<file path="src/rtl/decode_stage.sv">
// decode_stage: registered RV32I decoder with valid/ready handshake on both sides and a
// 2-entry skid (output register + skid register). Define DECODE_STAGE_MEXT_EN to add muldiv.
module decode_stage #(
  parameter int unsigned XLEN     = 32,
  parameter int unsigned REG_BITS = 5
) (
  input  logic                clk,
  input  logic                rst_n,
  input  logic                flush,
  input  logic                in_valid,
  output logic                in_ready,
  input  logic [31:0]         instruction,
  input  logic [XLEN-1:0]     pc_in,
  output logic                out_valid,
  input  logic                out_ready,
  output logic [XLEN-1:0]     pc_out,
  output logic [REG_BITS-1:0] rs1,
  output logic [REG_BITS-1:0] rs2,
  output logic [REG_BITS-1:0] rd,
  output logic [XLEN-1:0]     immediate,
  output logic                alu_source,
  output logic [3:0]          alu_op,
  output logic                should_write,
  output logic                mem_read,
  output logic                mem_write,
  output logic                branch,
  output logic                jump,
  output logic                illegal
`ifdef DECODE_STAGE_MEXT_EN
  ,
  output logic                muldiv
`endif
);

  localparam logic [6:0] OpLoad   = 7'b0000011;
  localparam logic [6:0] OpFence  = 7'b0001111;
  localparam logic [6:0] OpImm    = 7'b0010011;
  localparam logic [6:0] OpAuipc  = 7'b0010111;
  localparam logic [6:0] OpStore  = 7'b0100011;
  localparam logic [6:0] OpReg    = 7'b0110011;
  localparam logic [6:0] OpLui    = 7'b0110111;
  localparam logic [6:0] OpBranch = 7'b1100011;
  localparam logic [6:0] OpJalr   = 7'b1100111;
  localparam logic [6:0] OpJal    = 7'b1101111;
  localparam logic [6:0] OpSystem = 7'b1110011;

  typedef struct packed {
    logic [XLEN-1:0]     pc;
    logic [REG_BITS-1:0] rs1;
    logic [REG_BITS-1:0] rs2;
    logic [REG_BITS-1:0] rd;
    logic [XLEN-1:0]     imm;
    logic                alu_source;
    logic [3:0]          alu_op;
    logic                should_write;
    logic                mem_read;
    logic                mem_write;
    logic                branch;
    logic                jump;
    logic                illegal;
`ifdef DECODE_STAGE_MEXT_EN
    logic                muldiv;
`endif
  } bundle_t;

  bundle_t dec, out_q, out_d, skid_q, skid_d;
  logic    out_valid_q, out_valid_d, skid_valid_q, skid_valid_d;
  logic    in_fire;

  logic [6:0]       opcode;
  logic [2:0]       f3;
  logic [6:0]       f7;
  logic [31:0]      imm32;
  logic [XLEN+31:0] imm_wide;
  logic             wr, bad, rf_bad, use_rs1, use_rs2, use_rd;

  assign opcode = instruction[6:0];
  assign f3     = instruction[14:12];
  assign f7     = instruction[31:25];

  always_comb begin
    dec     = '0;
    imm32   = '0;
    wr      = 1'b0;
    bad     = 1'b0;
    use_rs1 = 1'b1;
    use_rs2 = 1'b0;
    use_rd  = 1'b1;
    dec.pc  = pc_in;
    dec.rs1 = instruction[15 +: REG_BITS];
    dec.rs2 = instruction[20 +: REG_BITS];
    dec.rd  = instruction[7 +: REG_BITS];
    case (opcode)
      OpLui: begin
        dec.rs1        = '0;
        use_rs1        = 1'b0;
        imm32          = {instruction[31:12], 12'b0};
        dec.alu_source = 1'b1;
        wr             = 1'b1;
      end
      OpAuipc: begin
        use_rs1        = 1'b0;
        imm32          = {instruction[31:12], 12'b0};
        dec.alu_source = 1'b1;
        wr             = 1'b1;
      end
      OpJal: begin
        use_rs1        = 1'b0;
        imm32          = {{12{instruction[31]}}, instruction[19:12], instruction[20],
                          instruction[30:21], 1'b0};
        dec.alu_source = 1'b1;
        dec.jump       = 1'b1;
        wr             = 1'b1;
      end
      OpJalr: begin
        imm32          = {{20{instruction[31]}}, instruction[31:20]};
        dec.alu_source = 1'b1;
        dec.jump       = 1'b1;
        wr             = 1'b1;
      end
      OpBranch: begin
        use_rs2    = 1'b1;
        use_rd     = 1'b0;
        imm32      = {{20{instruction[31]}}, instruction[7], instruction[30:25],
                      instruction[11:8], 1'b0};
        dec.alu_op = 4'b1000;
        dec.branch = 1'b1;
      end
      OpLoad: begin
        imm32          = {{20{instruction[31]}}, instruction[31:20]};
        dec.alu_source = 1'b1;
        dec.mem_read   = 1'b1;
        wr             = 1'b1;
      end
      OpStore: begin
        use_rs2        = 1'b1;
        use_rd         = 1'b0;
        imm32          = {{20{instruction[31]}}, instruction[31:25], instruction[11:7]};
        dec.alu_source = 1'b1;
        dec.mem_write  = 1'b1;
      end
      OpImm: begin
        imm32          = {{20{instruction[31]}}, instruction[31:20]};
        dec.alu_source = 1'b1;
        dec.alu_op     = {(f3 == 3'b101) & instruction[30], f3};
        wr             = 1'b1;
      end
      OpReg: begin
        use_rs2 = 1'b1;
        wr      = 1'b1;
        if (f7 == 7'b0000000) begin
          dec.alu_op = {1'b0, f3};
        end else if (f7 == 7'b0100000 && (f3 == 3'b000 || f3 == 3'b101)) begin
          dec.alu_op = {1'b1, f3};
`ifdef DECODE_STAGE_MEXT_EN
        end else if (f7 == 7'b0000001) begin
          dec.alu_op = {1'b0, f3};
          dec.muldiv = 1'b1;
`endif
        end else begin
          bad = 1'b1;
        end
      end
      OpFence, OpSystem: begin
        imm32 = {{20{instruction[31]}}, instruction[31:20]};
      end
      default: bad = 1'b1;
    endcase

    imm_wide = {{XLEN{imm32[31]}}, imm32};
    dec.imm  = imm_wide[XLEN-1:0];

    // RV32E: only x0..x15 exist; check just the fields this format really uses.
    rf_bad = (REG_BITS < 5) && ((use_rs1 && instruction[19]) || (use_rs2 && instruction[24]) ||
                                (use_rd && instruction[11]));
    dec.illegal = bad | rf_bad;
    if (dec.illegal) begin
      dec.alu_source = 1'b0;
      dec.alu_op     = 4'b0000;
      dec.mem_read   = 1'b0;
      dec.mem_write  = 1'b0;
      dec.branch     = 1'b0;
      dec.jump       = 1'b0;
      wr             = 1'b0;
`ifdef DECODE_STAGE_MEXT_EN
      dec.muldiv     = 1'b0;
`endif
    end
    dec.should_write = wr && (dec.rd != '0);
  end

  assign in_ready = !skid_valid_q;
  assign in_fire  = in_valid && in_ready && !flush;

  always_comb begin
    out_d        = out_q;
    skid_d       = skid_q;
    out_valid_d  = out_valid_q;
    skid_valid_d = skid_valid_q;
    if (flush) begin
      out_valid_d  = 1'b0;
      skid_valid_d = 1'b0;
    end else if (out_valid_q && !out_ready) begin
      // Output stalled: park the new bundle in the skid slot.
      if (in_fire) begin
        skid_d       = dec;
        skid_valid_d = 1'b1;
      end
    end else if (skid_valid_q) begin
      out_d        = skid_q;
      out_valid_d  = 1'b1;
      skid_valid_d = 1'b0;
    end else begin
      out_valid_d = in_fire;
      if (in_fire) out_d = dec;
    end
  end

  always_ff @(posedge clk or negedge rst_n) begin
    if (!rst_n) begin
      out_q        <= '0;
      skid_q       <= '0;
      out_valid_q  <= 1'b0;
      skid_valid_q <= 1'b0;
    end else begin
      out_q        <= out_d;
      skid_q       <= skid_d;
      out_valid_q  <= out_valid_d;
      skid_valid_q <= skid_valid_d;
    end
  end

  assign out_valid    = out_valid_q;
  assign pc_out       = out_q.pc;
  assign rs1          = out_q.rs1;
  assign rs2          = out_q.rs2;
  assign rd           = out_q.rd;
  assign immediate    = out_q.imm;
  assign alu_source   = out_q.alu_source;
  assign alu_op       = out_q.alu_op;
  assign should_write = out_q.should_write;
  assign mem_read     = out_q.mem_read;
  assign mem_write    = out_q.mem_write;
  assign branch       = out_q.branch;
  assign jump         = out_q.jump;
  assign illegal      = out_q.illegal;
`ifdef DECODE_STAGE_MEXT_EN
  assign muldiv       = out_q.muldiv;
`endif

endmodule

</file>
<file path="config.mk">
export PLATFORM = sky130hd
export DESIGN_NAME = decode_stage
export DESIGN_NICKNAME = d
export VERILOG_FILES = /design/src/rtl/decode_stage.sv
export SDC_FILE = /design/constraint.sdc
export NUM_CORES = 1
export LEC_CHECK = 0
export ABC_CLOCK_PERIOD_IN_PS = 4800
export BUFFER_PORTS_ARGS = -buffer_cell sky130_fd_sc_hd__buf_4
export CORE_MARGIN = 2
export CORE_UTILIZATION = 37
export CTS_BUF_LIST = sky130_fd_sc_hd__clkbuf_8 sky130_fd_sc_hd__clkbuf_16
export CTS_CLUSTER_SIZE = 20
export DETAILED_ROUTE_END_ITERATION = 7
export GPL_TIMING_DRIVEN = 0
export SLEW_MARGIN = 20
export SYNTH_ARGS = -nofsm -noshare
export SYNTH_HDL_FRONTEND = slang
export SYNTH_SLANG_ARGS = --single-unit
export TNS_END_PERCENT = 50
</file>
<file path="constraint.sdc">
create_clock -name clk -period 4.8 [get_ports clk]
set_clock_uncertainty 0.1 [all_clocks]
set_input_delay 0.72 -clock clk [delete_from_list [all_inputs] [get_ports clk]]
set_output_delay 0.72 -clock clk [all_outputs]
set_load 0.1 [all_outputs]
</file>
==> results.sh <==
export IMPL_period_needed_ns=3.16
export IMPL_dr_pass1_iters=5
export IMPL_syn_inst=863
export IMPL_finalSetupTns_ns=0
export IMPL_numPortBuffers=160
export IMPL_ctsLongestPathBuffers=2
export IMPL_synth_edf_count=0
export IMPL_critPathMaxFanout=10
export IMPL_cap_violations=0
export IMPL_cts_sinks=182
export IMPL_ys_top_cells_by_area="dfrtp_1, nand2_1, mux2i_1, o21ai_1, a22oi_2"
export IMPL_ys_seq_area_share_pct=55.1
export IMPL_synth_net_count=932
export IMPL_min_path_type="in2async"
export IMPL_synth_compound_gate_area_share_pct=16.0
export IMPL_gp_congestion=0.870
export IMPL_holdBufCountCts=0
export IMPL_internal_power_mw=2.85
export IMPL_critical_path_required_ns=3.98
export IMPL_synth_top_family_by_area="simple AND/OR/NAND/NOR gates"
export IMPL_fin_nets=1113
export IMPL_p_switching_mw=1.82
export IMPL_endpoint_kind="output port"
export IMPL_synth_simple_area_share_pct=19.8
export IMPL_design_core_area_um2=21900
export IMPL_crit_path_max_incr_delay_ns=0.55
export IMPL_grt_max_degree=71
export IMPL_die_y_um=153
export IMPL_synthAdderAreaFrac_pct=0
export IMPL_drtIter0Drc=486
export IMPL_rsz0062_at_grt="false"
export IMPL_overflow=0
export IMPL_pwr_share_seq_pct=40.7
export IMPL_period_share_pct=65.7
export IMPL_ctsResizeCount=0
export IMPL_switching_share_pct=38.9
export IMPL_synth_mux_area_share_pct=5.46
export IMPL_dp_hpwl_um=17500
export IMPL_pwr_share_clk_pct=29.8
export IMPL_fp_dieArea_um2=23600
export IMPL_initial_core_util_pct=37.8
export IMPL_async_flop_share_pct=100
export IMPL_grt_pass1_vias=6806
export IMPL_grt_usage_pct=21.1
export IMPL_netlist_top_cells_count="nand2_1, dfrtp_1, o21ai_1"
export IMPL_fin_util_pct=47.7
export IMPL_path_class="reg2out"
export IMPL_finalSetupViolCount=0
export IMPL_area_growth_pct=26.3
export IMPL_avgViaCountPerCell=5.27
export IMPL_cts_root_buffer="clkbuf_16"
export IMPL_wl_per_cell_um=18.6
export IMPL_final_max_slew_viol_count=0
export IMPL_max_slew_margin_pct=47.6
export IMPL_outcome="complete, no violations"
export IMPL_via_count=7039
export IMPL_worst_slew_pin_slew_ns=0.786
export IMPL_synth_area_um2=8270
export IMPL_antenna_found_initial=0
export IMPL_comb_power_share_pct=29.6
export IMPL_path_cells="inv_2 -> clkbuf_1 -> clkbuf_1 -> buf_4"
export IMPL_die_x_um=153
export IMPL_cts_made_buffers=17
export IMPL_synth_ff_type="dfrtp_1"
export IMPL_io_pins=161
export IMPL_cts_tree="built"
export IMPL_p_leak_nw=4.98
export IMPL_synth_top_area_cell="dfrtp_1"
export IMPL_cts_setup_buffers=0
export IMPL_ir_worst_vdd_mv=0.234
export IMPL_route_detailed_drc=0
export IMPL_row_count=54
export IMPL_crit_arrival_ns=2.34
export IMPL_clock_latency_ns=0.43
export IMPL_cp_common_cell="clkbuf_1"
export IMPL_synthXorXnorAreaFrac_pct=0.106
export IMPL_ant_nets=0
export IMPL_antenna_diode_count=0
export IMPL_netlist_area_leader_share_pct=55.1
export IMPL_crit_path_start_kind="flip-flop"
export IMPL_synth_distinct_cells=59
export IMPL_routed_wl_um=24800
export IMPL_drive_gt1_share_pct=24.6
export IMPL_power_density_nw_per_um2=446
export IMPL_slowest_stage="clkbuf_1"
export IMPL_fillers=2130
export IMPL_hold_viol=0
export IMPL_synth_most_common_cell="nand2_1"
export IMPL_yosysWarnings=0
export IMPL_cts_htree_levels=4
export IMPL_grt_pass1_wl_um=39100
export IMPL_timing_fmax_ghz=0.317
export IMPL_clkTransAtPathRegs_ns=0.07
export IMPL_synth_area_per_cell_um2=9.58
export IMPL_ys_ff_latch=182
worst max-delay path: cells and delay by family (launching register included):
kind | cells | cell delay, ns
buffers and inverters | 4 | 1.47
flip-flops | 1 | 0.42
cell families after synthesis:
| kind of cell | after synthesis |
|---|---|
| and+or+nand+nor | 370 |
| AOI/OAI and AO/OA | 200 |
| DFF | 182 |
| buffers and inverters | 65 |
| muxes | 45 |
| xor gates and xnor gates | 1 |
metrics by stage:
stage / setup slack (ns) / hold slack (ns) / std cells / instance area [um^2] / power (mW)
floorplan: 2.26 / 0.324 / 863 / 8270 / 2.92
global placement: 1.68 / 0.356 / 1303 / 9820 / 3.29
detailed placement: 2.07 / 0.361 / 1305 / 9880 / 3.31
CTS: 1.60 / 0.0998 / 1335 / 10400 / 4.69
global route: 1.54 / 0.106 / 1335 / 10400 / 4.85
finish: 1.64 / 0.0921 / 1335 / 10400 / 4.66
area by class of cell:
| type | count | area, um^2 | area share, % |
|---|---|---|---|
| plain buffers | 59 | 278 | 2.66 |
| clock buffers | 20 | 467 | 4.47 |
| clock inverters | 10 | 97.6 | 0.934 |
| inverters | 6 | 22.5 | 0.216 |
| multi-input cells | 616 | 3410 | 32.7 |
| flip-flops and latches | 182 | 4550 | 43.6 |
| well taps | 280 | 350 | 3.35 |
| repair buffers | 162 | 1260 | 12.1 |
power by group through the flow:
stage               clock network [mW]  logic (mW)  registers [mW]
floorplan                            0       0.312            2.61
global placement                     0        1.37            1.92
detailed placement                   0        1.38            1.93
CTS                               1.41        1.39            1.90
global route                      1.47        1.46            1.93
finish                            1.39        1.38            1.90
routing by layer:
metal	share of wire (%)	up-vias	global-route usage, %
met5	0	-	0
li1	-	3324	-
met3	6.9	22	4.34
met2	46	273	33.2
met1	46	3420	30.5
met4	0.92	0	4.33
sequential cells by signal (all words and copies together), names as in the netlist, 4 cells and up:
signal     cells
alu_op         4
immediate     32
pc_out        32
rd             5
rs1            5
rs2            5
skid_q        90
placed cells by master (no fill, tap or decap), types with 3 or more instances in the layout:
master / synthesis / final
o21ai_1: 66 / 66
nor2_1: 38 / 38
a31oi_1: 3 / 3
clkbuf_1: 30 / 30
buf_4: 3 / 162
nor3_1: 4 / 4
a221o_1: 8 / 8
buf_2: 24 / 24
o31ai_1: 8 / 8
a21oi_2: 4 / 4
nand2b_1: 3 / 3
inv_1: 5 / 5
mux2i_1: 44 / 44
a22o_1: 6 / 6
clkbuf_16: 0 / 17
and3_1: 21 / 21
o21ai_0: 24 / 24
a21oi_1: 43 / 43
a22oi_2: 18 / 18
nor3_2: 3 / 3
nand2_1: 253 / 253
nand3_1: 19 / 19
clkinv_2: 0 / 3
nor2b_1: 6 / 6
clkbuf_8: 0 / 3
dfrtp_1: 182 / 182
a22oi_1: 5 / 5
worst paths after layout:
check | startpoint | to | slack (ns) | cells past startpoint
worst min register to register | skid_q[87]$_DFFE_PN0P_ | skid_q[87]$_DFFE_PN0P_ | 0.38 | 2
max in group asynchronous | rst_n | skid_q[11]$_DFFE_PN0P_ | 3.47 | 3
min in group clk | skid_q[87]$_DFFE_PN0P_ | skid_q[87]$_DFFE_PN0P_ | 0.38 | 2
worst max register to register | out_valid$_DFFE_PN0N_ | immediate[27]$_DFFE_PN0P_ | 2.42 | 6
worst min-delay path | rst_n | pc_out[4]$_DFFE_PN0P_ | 0.09 | 1
worst max-delay path | skid_valid_q$_DFFE_PN0P_ | in_ready | 1.64 | 4
Note: power is estimated with default switching activity, not from simulation.
